<file path="config.mk">
export PLATFORM = sky130hd
export DESIGN_NAME = hazard_ctrl
export DESIGN_NICKNAME = d
export VERILOG_FILES = /design/src/rtl/hazard_ctrl.sv
export SDC_FILE = /design/constraint.sdc
export NUM_CORES = 1
export LEC_CHECK = 0
export BUFFER_PORTS_ARGS = -buffer_cell sky130_fd_sc_hd__buf_4
export CORE_MARGIN = 2
export CORE_UTILIZATION = 54
export CTS_CLUSTER_DIAMETER = 30
export DETAILED_ROUTE_END_ITERATION = 8
export PLACE_DENSITY = 0.81
export RECOVER_POWER = 25
export SLEW_MARGIN = 0
export SYNTH_ARGS = -nofsm -noshare
export SYNTH_HDL_FRONTEND = slang
export SYNTH_SLANG_ARGS = --single-unit
</file>
<file path="constraint.sdc">
create_clock -name clk -period 6.7 [get_ports clk]
set_input_delay 1.34 -clock clk [delete_from_list [all_inputs] [get_ports clk]]
set_output_delay 1.34 -clock clk [all_outputs]
set_load 0.1 [all_outputs]
</file>
<file path="src/rtl/hazard_ctrl.sv">
// ---------------------------------------------------------------------------
// hazard_ctrl
//
// Pipeline hazard and multiplier-occupancy controller for the five-stage
// pipelined processor. Decides, every cycle, whether the PC and the IF/ID
// pipeline registers freeze and which stage registers receive a bubble.
// Also launches the shared iterative multiplier and tracks its occupancy.
// Counts stall cycles for performance monitoring.
//
// Ports
//   clk            system clock, rising-edge
//   regRst         asynchronous active-low reset
//   idRs, idRt     source registers of the ID-stage instruction
//   idUsesRs/Rt    ID instruction really reads rs / rt
//   idMult         ID holds mult/multu
//   idReadsHiLo    ID holds mfhi/mflo
//   aluMemRd       ALU-stage instruction is a load
//   aluRegWr       ALU-stage instruction writes the register file
//   aluRw          ALU-stage destination register
//   aluBranchTaken branch/jump resolved taken in ALU
//   pcHold/ifHold/idHold   freeze PC, IF and ID registers
//   ifKill/idKill/aluKill  load a bubble into the named stage register
//   multStart      one-cycle multiplier launch pulse
//   multBusy       multiplier occupied; HI/LO not valid
//   stallCount     number of cycles with pcHold asserted (wraps)
//   dbgState       occupancy FSM state (0 = IDLE, 1 = BUSY)
//
// Multiplier handshake: multStart is the launch strobe and multBusy is the
// "not ready" flag. A launch is accepted only in a cycle where multBusy is
// low, and it is taken on that same rising edge; from the next cycle
// multBusy stays high for exactly MULT_CYCLES cycles. No launch is ever
// issued while multBusy is high, so a second mult waits in ID instead.
// ---------------------------------------------------------------------------
module hazard_ctrl #(
  parameter int MULT_CYCLES = 32
) (
  input  logic        clk,
  input  logic        regRst,
  input  logic [4:0]  idRs,
  input  logic [4:0]  idRt,
  input  logic        idUsesRs,
  input  logic        idUsesRt,
  input  logic        idMult,
  input  logic        idReadsHiLo,
  input  logic        aluMemRd,
  input  logic        aluRegWr,
  input  logic [4:0]  aluRw,
  input  logic        aluBranchTaken,
  output logic        pcHold,
  output logic        ifHold,
  output logic        idHold,
  output logic        ifKill,
  output logic        idKill,
  output logic        aluKill,
  output logic        multStart,
  output logic        multBusy,
  output logic [31:0] stallCount,
  output logic        dbgState
);

  localparam int CW = $clog2(MULT_CYCLES + 1);
  localparam logic [CW-1:0] CNT_LOAD = CW'(MULT_CYCLES);
  localparam logic [CW-1:0] CNT_ONE  = CW'(1);

  typedef enum logic {
    IDLE = 1'b0,
    BUSY = 1'b1
  } state_t;

  state_t          state;
  state_t          stateNext;
  logic [CW-1:0]   cnt;
  logic [CW-1:0]   cntNext;

  logic rsMatch;
  logic rtMatch;
  logic luHaz;
  logic mHaz;

  assign multBusy = (cnt != '0);
  assign dbgState = (state == BUSY);

  // Register 0 is hard-wired zero, so a load "to" r0 never creates a hazard.
  assign rsMatch = idUsesRs && (idRs == aluRw);
  assign rtMatch = idUsesRt && (idRt == aluRw);
  assign luHaz   = aluMemRd && aluRegWr && (aluRw != 5'd0) && (rsMatch || rtMatch);

  // mfhi/mflo must wait for the result; a new mult must wait for the unit.
  assign mHaz    = multBusy && (idReadsHiLo || idMult);

  // State register: occupancy counter, FSM state and the stall counter.
  always_ff @(posedge clk or negedge regRst) begin
    if (!regRst) begin
      state      <= IDLE;
      cnt        <= '0;
      stallCount <= '0;
    end else begin
      state <= stateNext;
      cnt   <= cntNext;
      if (pcHold) begin
        stallCount <= stallCount + 32'd1;
      end
    end
  end

  // Next-state logic. The countdown runs independently of stalls and
  // kills: an in-flight multiply belongs to an older instruction.
  always_comb begin
    stateNext = state;
    cntNext   = cnt;
    case (state)
      IDLE: begin
        if (multStart) begin
          stateNext = BUSY;
          cntNext   = CNT_LOAD;
        end
      end
      BUSY: begin
        cntNext = cnt - CNT_ONE;
        if (cnt == CNT_ONE) begin
          stateNext = IDLE;
        end
      end
      default: begin
        stateNext = IDLE;
        cntNext   = '0;
      end
    endcase
  end

  // Output logic. A taken branch squashes IF and ID, so nothing in ID may
  // stall the pipe or launch the multiplier in that cycle. Everything is
  // gated by regRst so the pipeline sees no control activity in reset.
  always_comb begin
    pcHold    = 1'b0;
    ifHold    = 1'b0;
    idHold    = 1'b0;
    ifKill    = 1'b0;
    idKill    = 1'b0;
    aluKill   = 1'b0;
    multStart = 1'b0;
    if (regRst) begin
      if (aluBranchTaken) begin
        ifKill = 1'b1;
        idKill = 1'b1;
      end else if (luHaz || mHaz) begin
        pcHold  = 1'b1;
        ifHold  = 1'b1;
        idHold  = 1'b1;
        aluKill = 1'b1;
      end else if (idMult && !multBusy) begin
        multStart = 1'b1;
      end
    end
  end

endmodule
</file>
## After elaboration in Yosys (flattened, before gate mapping)

Index checks and enable logic that the tools add are counted.

| word-level totals | value |
|---|---|
| register bits | 39 |
| latch bits | 0 |
| RAM bits | 0 |
| bits in read-only memories | 0 |
| input bits | 24 |
| output and inout port bits | 41 |
| logic and storage cells | 37 |
| memories | 0 |

| operators by class | value |
|---|---|
| add/subtract/negate cells | 2 |
| multipliers | 0 |
| divide/modulo/power cells | 0 |
| $lt $le $gt $ge | 0 |
| eq/ne operators | 4 |
| shift operators | 0 |
| multiplexer cells | 14 |
| bitwise gates (word level) | 1 |
| reduce and logical (&&, ||, !) cells | 13 |

Operators with widths:

| cell | count |
|---|---|
| $add 32x1->32 const B | 1 |
| $pmux 6 s2 | 1 |
| $mux 1 | 11 |
| $eq 5x5->1 | 2 |
| $logic_and 1x1->1 | 7 |
| $eq 6x1->1 const B | 1 |
| $mux 6 | 1 |
| $reduce_bool 6->1 | 1 |
| $sub 6x1->6 const B | 1 |
| $reduce_bool 5->1 | 1 |
| $logic_or 1x1->1 | 3 |
| $ne 2x2->1 const B | 1 |
| $pmux 1 s2 | 1 |
| $logic_not 1->1 | 1 |
| $not 1->1 | 1 |

## Longest topological paths before layout

| depth | value |
|---|---|
| word-level depth | 10 |
| mapped depth | 8 |
| depth with buffers taken out | 7 |

## Worst setup path before layout

No wires, ideal clock.

| timing path | value |
|---|---|
| path type | input -> output |
| start point | input port aluRw[1] |
| end point | output port multStart |
| arrival | 3.644 ns |
| required time | 5.360 ns |
| slack | 1.716 ns |
| stages | 3 |
| buffers on the path | 0 |
| path through | or3_1 -> o311a_1 -> a21oi_1 |

| on the way | value |
|---|---|
| longest elaborated chain between the ends | 8 |
| elaborated cells between the ends (all ways) | 12 |
| those cells by class | eq/ne: 2; mux: 3; reduce/logical: 7 |

RTL lines:

| item | RTL line | source |
|---|---|---|
| start: declaration | 47 | `input logic [4:0] aluRw,` |
| $eq 5x5->1, on equally long branches | 84, 85 |  |
| $logic_and 1x1->1, on equally long branches | 84, 85 |  |
| $logic_or 1x1->1 | 86 | `assign luHaz = aluMemRd && aluRegWr && (aluRw != 5'd0) && (rsMatch \|\| rtMatch);` |
| $logic_and 1x1->1 (*) | 86 |  |
| $logic_or 1x1->1 (*) | 146 | `end else if (luHaz \|\| mHaz) begin` |
| $mux 1 (*) | 146 |  |
| $mux 1 (*) | 143 | `if (aluBranchTaken) begin` |
| $mux 1 (*) | 142 | `if (regRst) begin` |
| end: declaration | 55 | `output logic multStart,` |

Every way passes the cells marked *; elsewhere a longest branch is shown, timed or not.

## Final worst setup path

| timing path | value |
|---|---|
| start point | input port aluRw[1] |
| end point | output port ifHold |

| on the way | value |
|---|---|
| longest elaborated chain between the ends | 8 |
| elaborated cells between the ends (all ways) | 12 |
| those cells by class | eq/ne: 2; mux: 3; reduce/logical: 7 |

RTL lines:

| item | RTL line | source |
|---|---|---|
| $eq 5x5->1, on equally long branches | 84, 85 |  |
| $logic_and 1x1->1, on equally long branches | 84, 85 |  |
| $logic_or 1x1->1 | 86 |  |
| $logic_and 1x1->1 (*) | 86 |  |
| $logic_or 1x1->1 (*) | 146 |  |
| $mux 1 (*) | 146 |  |
| $mux 1 (*) | 143 |  |
| $mux 1 (*) | 142 |  |
| end: declaration | 50 | `output logic ifHold,` |

Marked as above.

==> results.sh <==
export IMPL_grt_start_max_net_pins=42
export IMPL_layout_commonest_cell="buf_4"
export IMPL_clock_sinks=39
export IMPL_synth_warnings=0
export IMPL_p_comb_share_pct=37.3
export IMPL_antenna_found_initial=0
export IMPL_max_freq_mhz=218
export IMPL_ys_ff_latch=39
export IMPL_hpwl_um=3050
export IMPL_grt_pass1_wl_um=6790
export IMPL_htreeDepth=2
export IMPL_syn_area_um2=2040
export IMPL_viasPerCell=5.23
export IMPL_drv_slew=0
export IMPL_status="complete, no violations"
export IMPL_postCtsSetupRepairBufs=0
export IMPL_yosysUniqueCellTypes=35
export IMPL_cts_root_buf="clkbuf_8"
export IMPL_powerDensity_nw_per_um2=264
export IMPL_layout_min_cycle_time_ps=4580
export IMPL_peakVddDrop_mv=0.152
export IMPL_seqPwrFrac_pct=40.7
export IMPL_final_hold_viol_count=0
export IMPL_path_clk_slew_ps=70
export IMPL_fin_setup_tns_ps=0
export IMPL_startpoint_type="input port"
export IMPL_layout_drive_gt1_share_pct=29.2
export IMPL_core_um2=3660
export IMPL_setup_viol=0
export IMPL_crit_required_ps=5360
export IMPL_dp_cells=300
export IMPL_cts_tree="done"
export IMPL_drt_wirelength_per_cell_um=13.5
export IMPL_grt_overflow_total=0
export IMPL_final_cells=308
export IMPL_rows=22
export IMPL_slew_headroom_pct=59.6
export IMPL_detail_route_antenna_nets=0
export IMPL_grt_pass1_vias=1488
export IMPL_arrival_ps=3240
export IMPL_die_h_um=65.5
export IMPL_die_width_um=65.5
export IMPL_via_count=1611
export IMPL_total_power_uw=688
export IMPL_drt_iter0_drc=124
export IMPL_die_area_um2=4290
export IMPL_pin_count=65
export IMPL_area_growth_pct=27.7
export IMPL_utilization_pct=71.3
export IMPL_synthesis_nets=224
export IMPL_fin_nets=287
export IMPL_synth_cells=196
export IMPL_yosysSeqAreaShare_pct=47.7
export IMPL_diodes=0
export IMPL_swShare_pct=44.0
export IMPL_initial_utilization_pct=55.8
export IMPL_io_buffers=64
export IMPL_p_leak_nw=1.28
export IMPL_crit_type="in2out"
export IMPL_cts_path_max_buffers=2
export IMPL_end_kind="output port"
export IMPL_fin_skew_ps=5.70
export IMPL_drv_cap=0
export IMPL_rsz0062_at_grt="no"
export IMPL_power_clock_fraction_pct=22.0
export IMPL_drt_first_pass_iters=4
export IMPL_cts_hold_buf=0
export IMPL_power_switching_uw=303
export IMPL_drt_total_wl_um=4150
export IMPL_synth_avg_cell_area_um2=10.4
export IMPL_cts_resized=0
export IMPL_fin_crit_sh_pct=68.4
export IMPL_worst_slew_pin_transition_ps=607
export IMPL_drc=0
export IMPL_crit_fanout=19
export IMPL_hold_ws_ps=470
export IMPL_final_cell_mix="64 x buf_4, 39 x dfrtp_1, 26 x xnor2_1"
export IMPL_hold_path_class="reg2reg"
export IMPL_clk_latency_ps=290
export IMPL_cts_buffers=5
export IMPL_gp_congestion=0.767
export IMPL_track_usage_pct=20.8
export IMPL_internal_power_uw=385
-- cells in the mapped netlist, drive strengths merged --
library cell / count / area, µm²
a21oi: 3 / 15.0
a31oi: 2 / 27.5
and2: 2 / 12.5
and3: 7 / 43.8
and4: 1 / 8.76
and4b: 1 / 10.0
buf: 7 / 52.6
clkbuf: 1 / 3.75
dfrtp: 39 / 976
ha: 4 / 50.1
inv: 4 / 17.5
mux2: 1 / 11.3
nand2: 18 / 67.6
nand2b: 1 / 6.26
nand3: 13 / 70.1
nand4: 13 / 81.3
nor2: 11 / 41.3
nor2b: 1 / 6.26
nor3: 9 / 50.1
nor4: 4 / 31.3
nor4b: 3 / 26.3
o21ai: 1 / 5.00
o22ai: 1 / 6.26
o311a: 1 / 10.0
o31ai: 1 / 7.51
or3: 2 / 12.5
xnor2: 26 / 228
xor2: 19 / 166
-- final cells by class --
cell class	count	area, µm²
clock buffer	7	76.3
fill	299	1050
sequential	39	976
multi-input combinational	145	995
timing repair buffer	64	480
tap	48	60.1
clock inverter	1	5.00
inverter	4	17.5
-- through the flow --
step / cell area [µm²] / setup WS [ps]
2_1_floorplan: 2040 / 1720
3_3_place_gp: 2530 / 2150
3_5_place_dp: 2530 / 2100
4_1_cts: 2610 / 2110
5_1_grt: 2610 / 1940
6_report: 2610 / 2120
-- sequential cells by signal, indices dropped and copies added, names as in the netlist --
| register | cells |
|---|---|
| stallCount | 32 |
| cnt | 6 |
| dbgState | 1 |
-- worst paths after layout --
| path | slack, ps | depth (start not counted) | startpoint | to |
|---|---|---|---|---|
| worst max register to register | 4280 | 7 | cnt[3]$_DFFE_PN0P_ | stallCount[30]$_DFFE_PN0P_ |
| worst min register to register | 470 | 1 | cnt[4]$_DFFE_PN0P_ | cnt[4]$_DFFE_PN0P_ |
| max in group asynchronous | 5350 | 1 | regRst | cnt[1]$_DFFE_PN0P_ |
| worst max-delay path | 2120 | 6 | aluRw[1] | ifHold |
| min in group asynchronous | 1010 | 1 | regRst | stallCount[3]$_DFFE_PN0P_ |
| worst min-delay path | 470 | 1 | cnt[4]$_DFFE_PN0P_ | cnt[4]$_DFFE_PN0P_ |
-- worst max-delay path: stages --
cell     delay, ps
buf_4          130
or3_1          380
o311a_1        350
a31oi_4        540
inv_4          200
buf_4          290
-- logic make-up (layout without fill, tap and decap cells) --
group | count (synthesis) | count (layout) | share of synthesized area [%]
XOR/XNOR | 45 | 45 | 19.3
AO/OA/AOI/OAI | 9 | 9 | 3.49
adder cells (fa/ha/maj) | 4 | 4 | 2.45
multiplexers | 1 | 1 | 0.551
buffers and inverters | 12 | 76 | 3.61
AND/OR/NAND/NOR | 86 | 86 | 22.9
flip-flops | 39 | 39 | 47.7
-- routing by layer --
| layer | up-vias | part of all wire (%) | GRT usage (%) |
|---|---|---|---|
| li1 | 803 | - | - |
| met1 | 762 | 47 | 28.5 |
| met2 | 41 | 48 | 33.5 |
| met3 | 5 | 4.4 | 4.79 |
| met4 | 0 | 1.2 | 5.47 |
| met5 | - | 0 | 0 |
-- power by group through the flow --
stage               clock [mW]  sequential (mW)  combinational, mW
floorplan                    0            0.421             0.0581
global placement             0            0.285              0.255
detailed placement           0            0.285              0.257
CTS                      0.153            0.281              0.258
global route             0.164            0.285              0.266
finish                   0.151            0.280              0.257
No activity file was read; power rests on OpenSTA's default activity.
